File: config.mk
export PLATFORM = sky130hd
export DESIGN_NAME = ocw1_mask_registers
export DESIGN_NICKNAME = d
export VERILOG_FILES = /design/src/rtl/pic8259_pkg.sv /design/src/rtl/pic_mask_reg.sv /design/src/rtl/ocw1_mask_registers.sv
export SDC_FILE = /design/constraint.sdc
export NUM_CORES = 1
export LEC_CHECK = 0
export BUFFER_PORTS_ARGS = -buffer_cell sky130_fd_sc_hd__clkbuf_2
export CAP_MARGIN = 20
export CORE_MARGIN = 3
export CORE_UTILIZATION = 40
export DETAILED_ROUTE_END_ITERATION = 12
export PLACE_DENSITY = 0.71
export SYNTH_ARGS = -nofsm -noshare
export SYNTH_HDL_FRONTEND = slang
export SYNTH_SLANG_ARGS = --single-unit
export TNS_END_PERCENT = 20
File: constraint.sdc
create_clock -name clock -period 0.9 [get_ports clock]
set_input_delay 0.09 -clock clock [delete_from_list [all_inputs] [get_ports clock]]
set_output_delay 0.09 -clock clock [all_outputs]
set_load 0.005 [all_outputs]
File: src/rtl/pic8259_pkg.sv
// pic8259_pkg: definitions shared by the 8259A control-logic blocks.
//   PIC_DATA_WIDTH : width of the internal data bus and of each mask register.
//   pic_byte_t     : one data-bus byte, bit n = IRn.
//   PIC_MASK_CLEAR : value a mask register takes on reset or ICW1.
package pic8259_pkg;
  localparam int PIC_DATA_WIDTH = 8;
  typedef logic [PIC_DATA_WIDTH-1:0] pic_byte_t;
  localparam pic_byte_t PIC_MASK_CLEAR = '0;
endpackage

File: src/rtl/pic_mask_reg.sv
// pic_mask_reg: DATA_WIDTH load/clear register. A synchronous clear takes
// priority over a load. Otherwise the register holds its value.
// Ports:
//   clock : rising-edge clock
//   clear : synchronous clear (reset or ICW1 is folded in by the parent)
//   load  : load d this edge
//   d     : load data
//   q     : register contents
module pic_mask_reg #(
  parameter int DATA_WIDTH = 8
) (
  input  logic                  clock,
  input  logic                  clear,
  input  logic                  load,
  input  logic [DATA_WIDTH-1:0] d,
  output logic [DATA_WIDTH-1:0] q
);
  always_ff @(posedge clock) begin
    if (clear)     q <= '0;
    else if (load) q <= d;
  end
endmodule

File: src/rtl/ocw1_mask_registers.sv
// ocw1_mask_registers: 8259A interrupt mask register (IMR) and special mask
// register (ISMR), loaded by OCW1 writes and cleared by reset or ICW1.
// special_mask_mode, sampled with the OCW1 strobe, picks the target register.
// Optional macro OCW1_EFFECTIVE_MASK_EN adds a registered effective_mask
// output: IMR | ISMR when special_mask_mode=1, otherwise IMR.
// Ports:
//   clock, reset                              : clock, sync active-high reset
//   write_initial_command_word_1              : ICW1 strobe (clears both)
//   write_operation_control_word_1_registers  : OCW1 strobe
//   special_mask_mode                         : 0 -> IMR, 1 -> ISMR
//   internal_data_bus                         : OCW1 data, bit n = IRn
//   interrupt_mask / interrupt_special_mask   : IMR / ISMR contents
//   effective_mask (optional)                 : combined mask, registered
module ocw1_mask_registers
  import pic8259_pkg::*;
#(
  parameter int DATA_WIDTH = PIC_DATA_WIDTH
) (
  input  logic                  clock,
  input  logic                  reset,
  input  logic                  write_initial_command_word_1,
  input  logic                  write_operation_control_word_1_registers,
  input  logic                  special_mask_mode,
  input  logic [DATA_WIDTH-1:0] internal_data_bus,
  output logic [DATA_WIDTH-1:0] interrupt_mask,
  output logic [DATA_WIDTH-1:0] interrupt_special_mask
`ifdef OCW1_EFFECTIVE_MASK_EN
  ,
  output logic [DATA_WIDTH-1:0] effective_mask
`endif
);
  localparam int NUM_REGS = 2;
  localparam int IMR_IDX  = 0;
  localparam int ISMR_IDX = 1;

  logic                                 clear;
  logic [NUM_REGS-1:0]                  load;
  logic [NUM_REGS-1:0][DATA_WIDTH-1:0]  q;

  // Reset and ICW1 share the clear path; the sub-register gives clear
  // priority over load, so ICW1 beats a simultaneous OCW1.
  assign clear          = reset | write_initial_command_word_1;
  assign load[IMR_IDX]  = write_operation_control_word_1_registers & ~special_mask_mode;
  assign load[ISMR_IDX] = write_operation_control_word_1_registers &  special_mask_mode;

  for (genvar r = 0; r < NUM_REGS; r++) begin : g_reg
    pic_mask_reg #(.DATA_WIDTH(DATA_WIDTH)) u_reg (
      .clock (clock),
      .clear (clear),
      .load  (load[r]),
      .d     (internal_data_bus),
      .q     (q[r])
    );
  end

  assign interrupt_mask         = q[IMR_IDX];
  assign interrupt_special_mask = q[ISMR_IDX];

`ifdef OCW1_EFFECTIVE_MASK_EN
  // Built from the values the two registers take on this same edge, so the
  // combined mask never lags the registers it is derived from.
  logic [DATA_WIDTH-1:0] imr_next, ismr_next;

  always_comb begin
    imr_next  = load[IMR_IDX]  ? internal_data_bus : q[IMR_IDX];
    ismr_next = load[ISMR_IDX] ? internal_data_bus : q[ISMR_IDX];
  end

  always_ff @(posedge clock) begin
    if (clear)                  effective_mask <= '0;
    else if (special_mask_mode) effective_mask <= imr_next | ismr_next;
    else                        effective_mask <= imr_next;
  end
`endif
endmodule

==> metrics.txt, run 1 <==
Setup Crit Path Kind=flop to output port; hold path startpoint=internal_data_bus[0]; synthesized flop and latch total=16; Hold EP=g_reg[0].u_reg.q[0]; largest net degree at the start of global routing=17; Post-synth top cells=25 x nand2_1, 16 x a21oi_1, 16 x dfxtp_1; top-count cell post-synth=nand2_1; ys flop type=dfxtp_1; I/O pin total=29; switching part of the total=between 20% and 30%; Fmax=1180 MHz; setup TNS=0 ns; Remaining DRCs=0; worst r2r src=g_reg[1].u_reg.q[4]; reg2reg end=g_reg[1].u_reg.q[4]; crit-path cells=clkbuf_2; syn_nets=87; clk buf depth=2; LEAKAGE=0.337 nW; Num CTS Buffers=3; fin crit share=94.2%; final hold violation count=0; Buf/Inv on CP=1; CTS root buf=clkbuf_4; CP max stage cell=dfxtp_1; area leader, netlist=dfxtp_1; Ant. Diodes=0; top cell family by delay on the critical path=flip-flops; Hold Slack=0.0297 ns; Seq pwr share=a little under three fifths; post-CTS resize count=0; post-route clock skew=0 ns; Top Layer Used=met3; maxcap violations=0; final instance area=764 um^2; antenna viol nets, final=0; chip width=44.8 um; post-synth top area share=53.3%; Worst setup startpoint=g_reg[1].u_reg.q[4]; RSZ-0062 raised after global routing=no; internal power component=0.00102 W; status=finished, final reports clean; relative slew slack=67.7%; Reg with most FFs=g.u_reg.q; Initial Utilization=44.5%; CP peak stage delay=0.36 ns; Core ar.=0.00135 mm^2; min cycle time layout=approximately 0.85 ns; # hold bufs at CTS=0; Reg2Reg Depth=2; Syn Inst Count=74; clock network fraction of total power=roughly a third; port bufs=28; synth top area cells=dfxtp_1 53%, nand2_1 16%, a21oi_1 13%; sequential area share after synthesis=53.3%; clock-pin slew on the worst setup and hold paths=0.09 ns; area grow syn2layout=27.3%; vias in the first global route=517; share of cells above drive strength 1=33.3%; Post-DP HPWL=985 um; Synth Cell Area=601 um^2; global-route wire length before repair=2.08 mm; count of final setup violators=0; clk sinks=16; fin. max-slew vios=0; die area=around 0.002 mm^2; Async SR Flop Fraction=0%; post-detailed-route wirelength per cell=10.6 um; drt pass-1 iters=4; worst-skew pair later-pin latency=0.28 ns; vias per inst=4.76; overall fraction of global-route tracks in use=between 10% and 20%; data arrival time of the critical path=0.76 ns; Die Span Y=between 40 and 50 um; number of synthesized flops with an enable pin=0; WL met2=570 um; worst path required time=around 0.81 ns; initial antenna violation count=0; initial drt markers=3; Hold Path Depth=3; Largest register FFs=16; Net Sw Power=0.000290 W; gpl congestion=0.733; WL met1=522 um; Ys Warns=0; met3 WL post-DR=144 um; Yosys cell types=10; htree depth=1; Nets=~120; Setup crit end kind=output port; startpoint type of the worst setup path=flop; Avg Cell Area, Syn=just over 8 um^2; peak fanout along the critical path=2; Largest regs=g.u_reg.q x16; Logic pwr share=9.0%; maximum VDD drop=around 1.2 mV; CTS tree=yes; hold crit path type=primary input to flop; Post-CTS Setup Inserts=0; R2R Setup Slk=0.28 ns; Vias=557; routed wire length=approximately 1.2 mm; Worst Tran Pin Value=0.484 ns; dpl cell area=~730 um^2; grt total ovfl=0; fin util=56.6%; power density over the cells=1710 mW/mm^2; Rows=13
==> kinds of logic after synthesis <==
group | after synthesis | synth area share, %
AOI/OAI and AO/OA | 16 | 13.3
buffers and inverters | 6 | 7.71
DFF | 16 | 53.3
and+or+nand+nor | 36 | 25.6
==> power by group through the flow <==
stage	clock, W	sequential, W	combinational, W
detailed placement	0	0.000747	0.000120
global route	0.000506	0.000732	0.000135
floorplan	0	0.000748	0.0000739
global placement	0	0.000746	0.000118
finish	0.000462	0.000730	0.000118
CTS	0.000479	0.000730	0.000120
==> worst max path at each step <==
stage | endpoint | slack [ns] | cells past startpoint
finish | interrupt_special_mask[4] | 0.05 | 1
global route | interrupt_special_mask[4] | 0.008 | 1
CTS | interrupt_special_mask[4] | 0.04 | 1
detailed placement | g_reg[0].u_reg.q[5] | 0.03 | 4
global placement | g_reg[0].u_reg.q[2] | 0.07 | 4
floorplan | g_reg[0].u_reg.q[3] | 0.16 | 5
==> through the flow <==
step           cells  worst slack (ns)  power, W
2_1_floorplan     74             0.158  0.000822
3_3_place_gp     113            0.0658  0.000865
3_5_place_dp     113            0.0329  0.000867
4_1_cts          117            0.0397   0.00133
5_1_grt          117           0.00777   0.00137
6_report         117            0.0519   0.00131
==> cell usage in the layout (no fill, tap or decap) <==
cell type and n:
buf_4 2, clkbuf_4 3, a21oi_1 16, clkbuf_8 1, or2_1 1, nand2b_1 1, nand2_1 25, dfxtp_1 16
clkbuf_2 28, and2b_1 1, nand3_1 8
==> layout make-up <==
class / count / area (um^2)
multi-input cells: 52 / 234
flip-flops and latches: 16 / 320
clock buffers: 4 / 36.3
fillers: 141 / 586
repair buffers: 30 / 155
well taps: 15 / 18.8
==> routing by layer <==
metal | vias to the layer above | GRT usage [%]
met2 | 24 | 24.4
li1 | 297 | -
met5 | - | 0
met4 | 0 | 3.61
met1 | 236 | 16.0
met3 | 0 | 6.77
No activity file was read; power rests on OpenSTA's default activity.
==> run 2, diff against run 1 <==
--- a/config.mk
+++ b/config.mk
@@ -10,7 +10,7 @@
 export CORE_MARGIN = 3
 export CORE_UTILIZATION = 40
 export DETAILED_ROUTE_END_ITERATION = 12
-export PLACE_DENSITY = 0.71
+export PLACE_DENSITY = 0.69
 export SYNTH_ARGS = -nofsm -noshare
 export SYNTH_HDL_FRONTEND = slang
 export SYNTH_SLANG_ARGS = --single-unit
==> metrics.txt, run 2 (same netlist as run 1, synthesis figures left out) <==
initial antenna violation count=0; Setup Crit Path Kind=flop to output port; commonest cells after routing, fill and taps aside=28 x clkbuf_2, 25 x nand2_1, 16 x a21oi_1, 16 x dfxtp_1, 8 x nand3_1; RSZ-0062 raised after global routing=no; maxcap violations=0; Setup crit end kind=output port; setup TNS=0 ns; data arrival time of the critical path=0.75 ns; final hold violation count=0; most common cell after layout, fill and taps aside=clkbuf_2; Nets=116; Die Span Y=44.8 um; clk sinks=16; post-CTS resize count=0; gpl congestion=just over 0.7; worst path required time=0.81 ns; largest net degree at the start of global routing=17; Vias=about 560; startpoint type of the worst setup path=flop; Post-CTS Setup Inserts=0; Core ar.=0.00135 mm^2; dpl cell area=around 730 um^2; status=finished, final reports clean; Reg with most FFs=g.u_reg.q; htree depth=1; Ant. Diodes=0; count of final setup violators=0; Fmax=roughly 1200 MHz; internal power component=0.000930 W; antenna viol nets, final=0; area grow syn2layout=25.0%; top cell family by delay on the critical path=flip-flops; Logic pwr share=10.0%; drt pass-1 iters=4; chip width=44.8 um; Largest regs=g.u_reg.q x16; grt total ovfl=0; clock network fraction of total power=29.6%; vias in the first global route=477; Largest register FFs=16; FF+latch area=320 um^2; Remaining DRCs=0; Worst Tran Pin Value=between 0.5 and 0.6 ns; post-route clock skew=0 ns; initial drt markers=11; Net Sw Power=0.000279 W; clock-pin slew on the worst setup and hold paths=0.09 ns; Initial Utilization=44.5%; overall fraction of global-route tracks in use=14.4%; switching part of the total=23.1%; vias per inst=4.81; CTS root buf=clkbuf_4; min cycle time layout=0.836 ns; maximum VDD drop=approximately 0.86 mV; Rows=13; die area=0.00200 mm^2; hold crit path type=primary input to flop; global-route wire length before repair=2.03 mm; fillers=about 140; CP peak stage delay=0.35 ns; Post-DP HPWL=946 um; I/O pin total=29; final instance area=751 um^2; Buf/Inv on CP=1; worst-skew pair later-pin latency=0.27 ns; Seq pwr share=approximately 60%; relative slew slack=between 60% and 70%; port bufs=28; multi-input logic area=234 um^2; CTS tree=yes; LEAKAGE=0.330 nW; Num CTS Buffers=3; CP max stage cell=dfxtp_1; power density over the cells=1610 mW/mm^2; post-detailed-route wirelength per cell=10.9 um; routed wire length=1.26 mm; fin. max-slew vios=0; # hold bufs at CTS=0; clk buf depth=2; crit-path cells=clkbuf_2; peak fanout along the critical path=2; fin crit share=92.8%; share of cells above drive strength 1=32.7%
-- run 2: path summary, 6_finish.rpt --
path,from,to,slack [ns],depth (start not counted)
max,g_reg[1].u_reg.q[4],interrupt_special_mask[4],0.06,1
min,internal_data_bus[4],g_reg[0].u_reg.q[4],0.04,3
max reg2reg,g_reg[1].u_reg.q[4],g_reg[1].u_reg.q[4],0.26,2
min reg2reg,g_reg[0].u_reg.q[5],g_reg[0].u_reg.q[5],0.46,2
-- run 2: power groups by stage --
stage,Clock (W),Sequential (W),Combinational [W]
after detailed placement,0,0.000747,0.000121
after global routing,0.000420,0.000732,0.000138
final,0.000357,0.000730,0.000121
after floorplan,0,0.000748,0.0000739
after global placement,0,0.000746,0.000121
after CTS,0.000377,0.000730,0.000122
-- run 2: routing by layer --
| layer | vias up | track usage (%) | routed length (um) | part of all wire, % |
|---|---|---|---|---|
| li1 | 296 | - | - | - |
| met1 | 244 | 17.2 | 543 | 43 |
| met2 | 16 | 20.9 | 626 | 50 |
| met3 | 2 | 5.18 | 80 | 6.3 |
| met4 | 0 | 10.8 | 13 | 1.0 |
| met5 | - | 0 | 0 | 0 |
-- run 2: final cells by class --
class	instances	area share [%]
Sequential cell	16	42.7
Multi-Input combinational cell	52	31.2
Timing Repair Buffer	30	20.7
Clock buffer	3	3.00
Tap cell	15	2.50
-- run 2: stage by stage --
stage | hold WS [ns] | cells | utilization, % | total power [W] | setup slack, ns
after floorplan | 0.223 | 74 | - | 0.000822 | 0.158
after global placement | 0.332 | 113 | 53.9 | 0.000868 | 0.0556
after detailed placement | 0.340 | 113 | 53.9 | 0.000868 | 0.0423
after CTS | 0.0331 | 116 | 55.6 | 0.00123 | 0.0519
after global routing | 0.0245 | 116 | 55.6 | 0.00129 | 0.00489
final | 0.0394 | 116 | 55.6 | 0.00121 | 0.0645
-- run 2: tightest hold or removal path, delay by kind of cell --
kind | cells | cell delay [ns]
buffers and inverters | 1 | 0.09
and+or+nand+nor | 1 | 0.05
AOI/OAI and AO/OA | 1 | 0.05
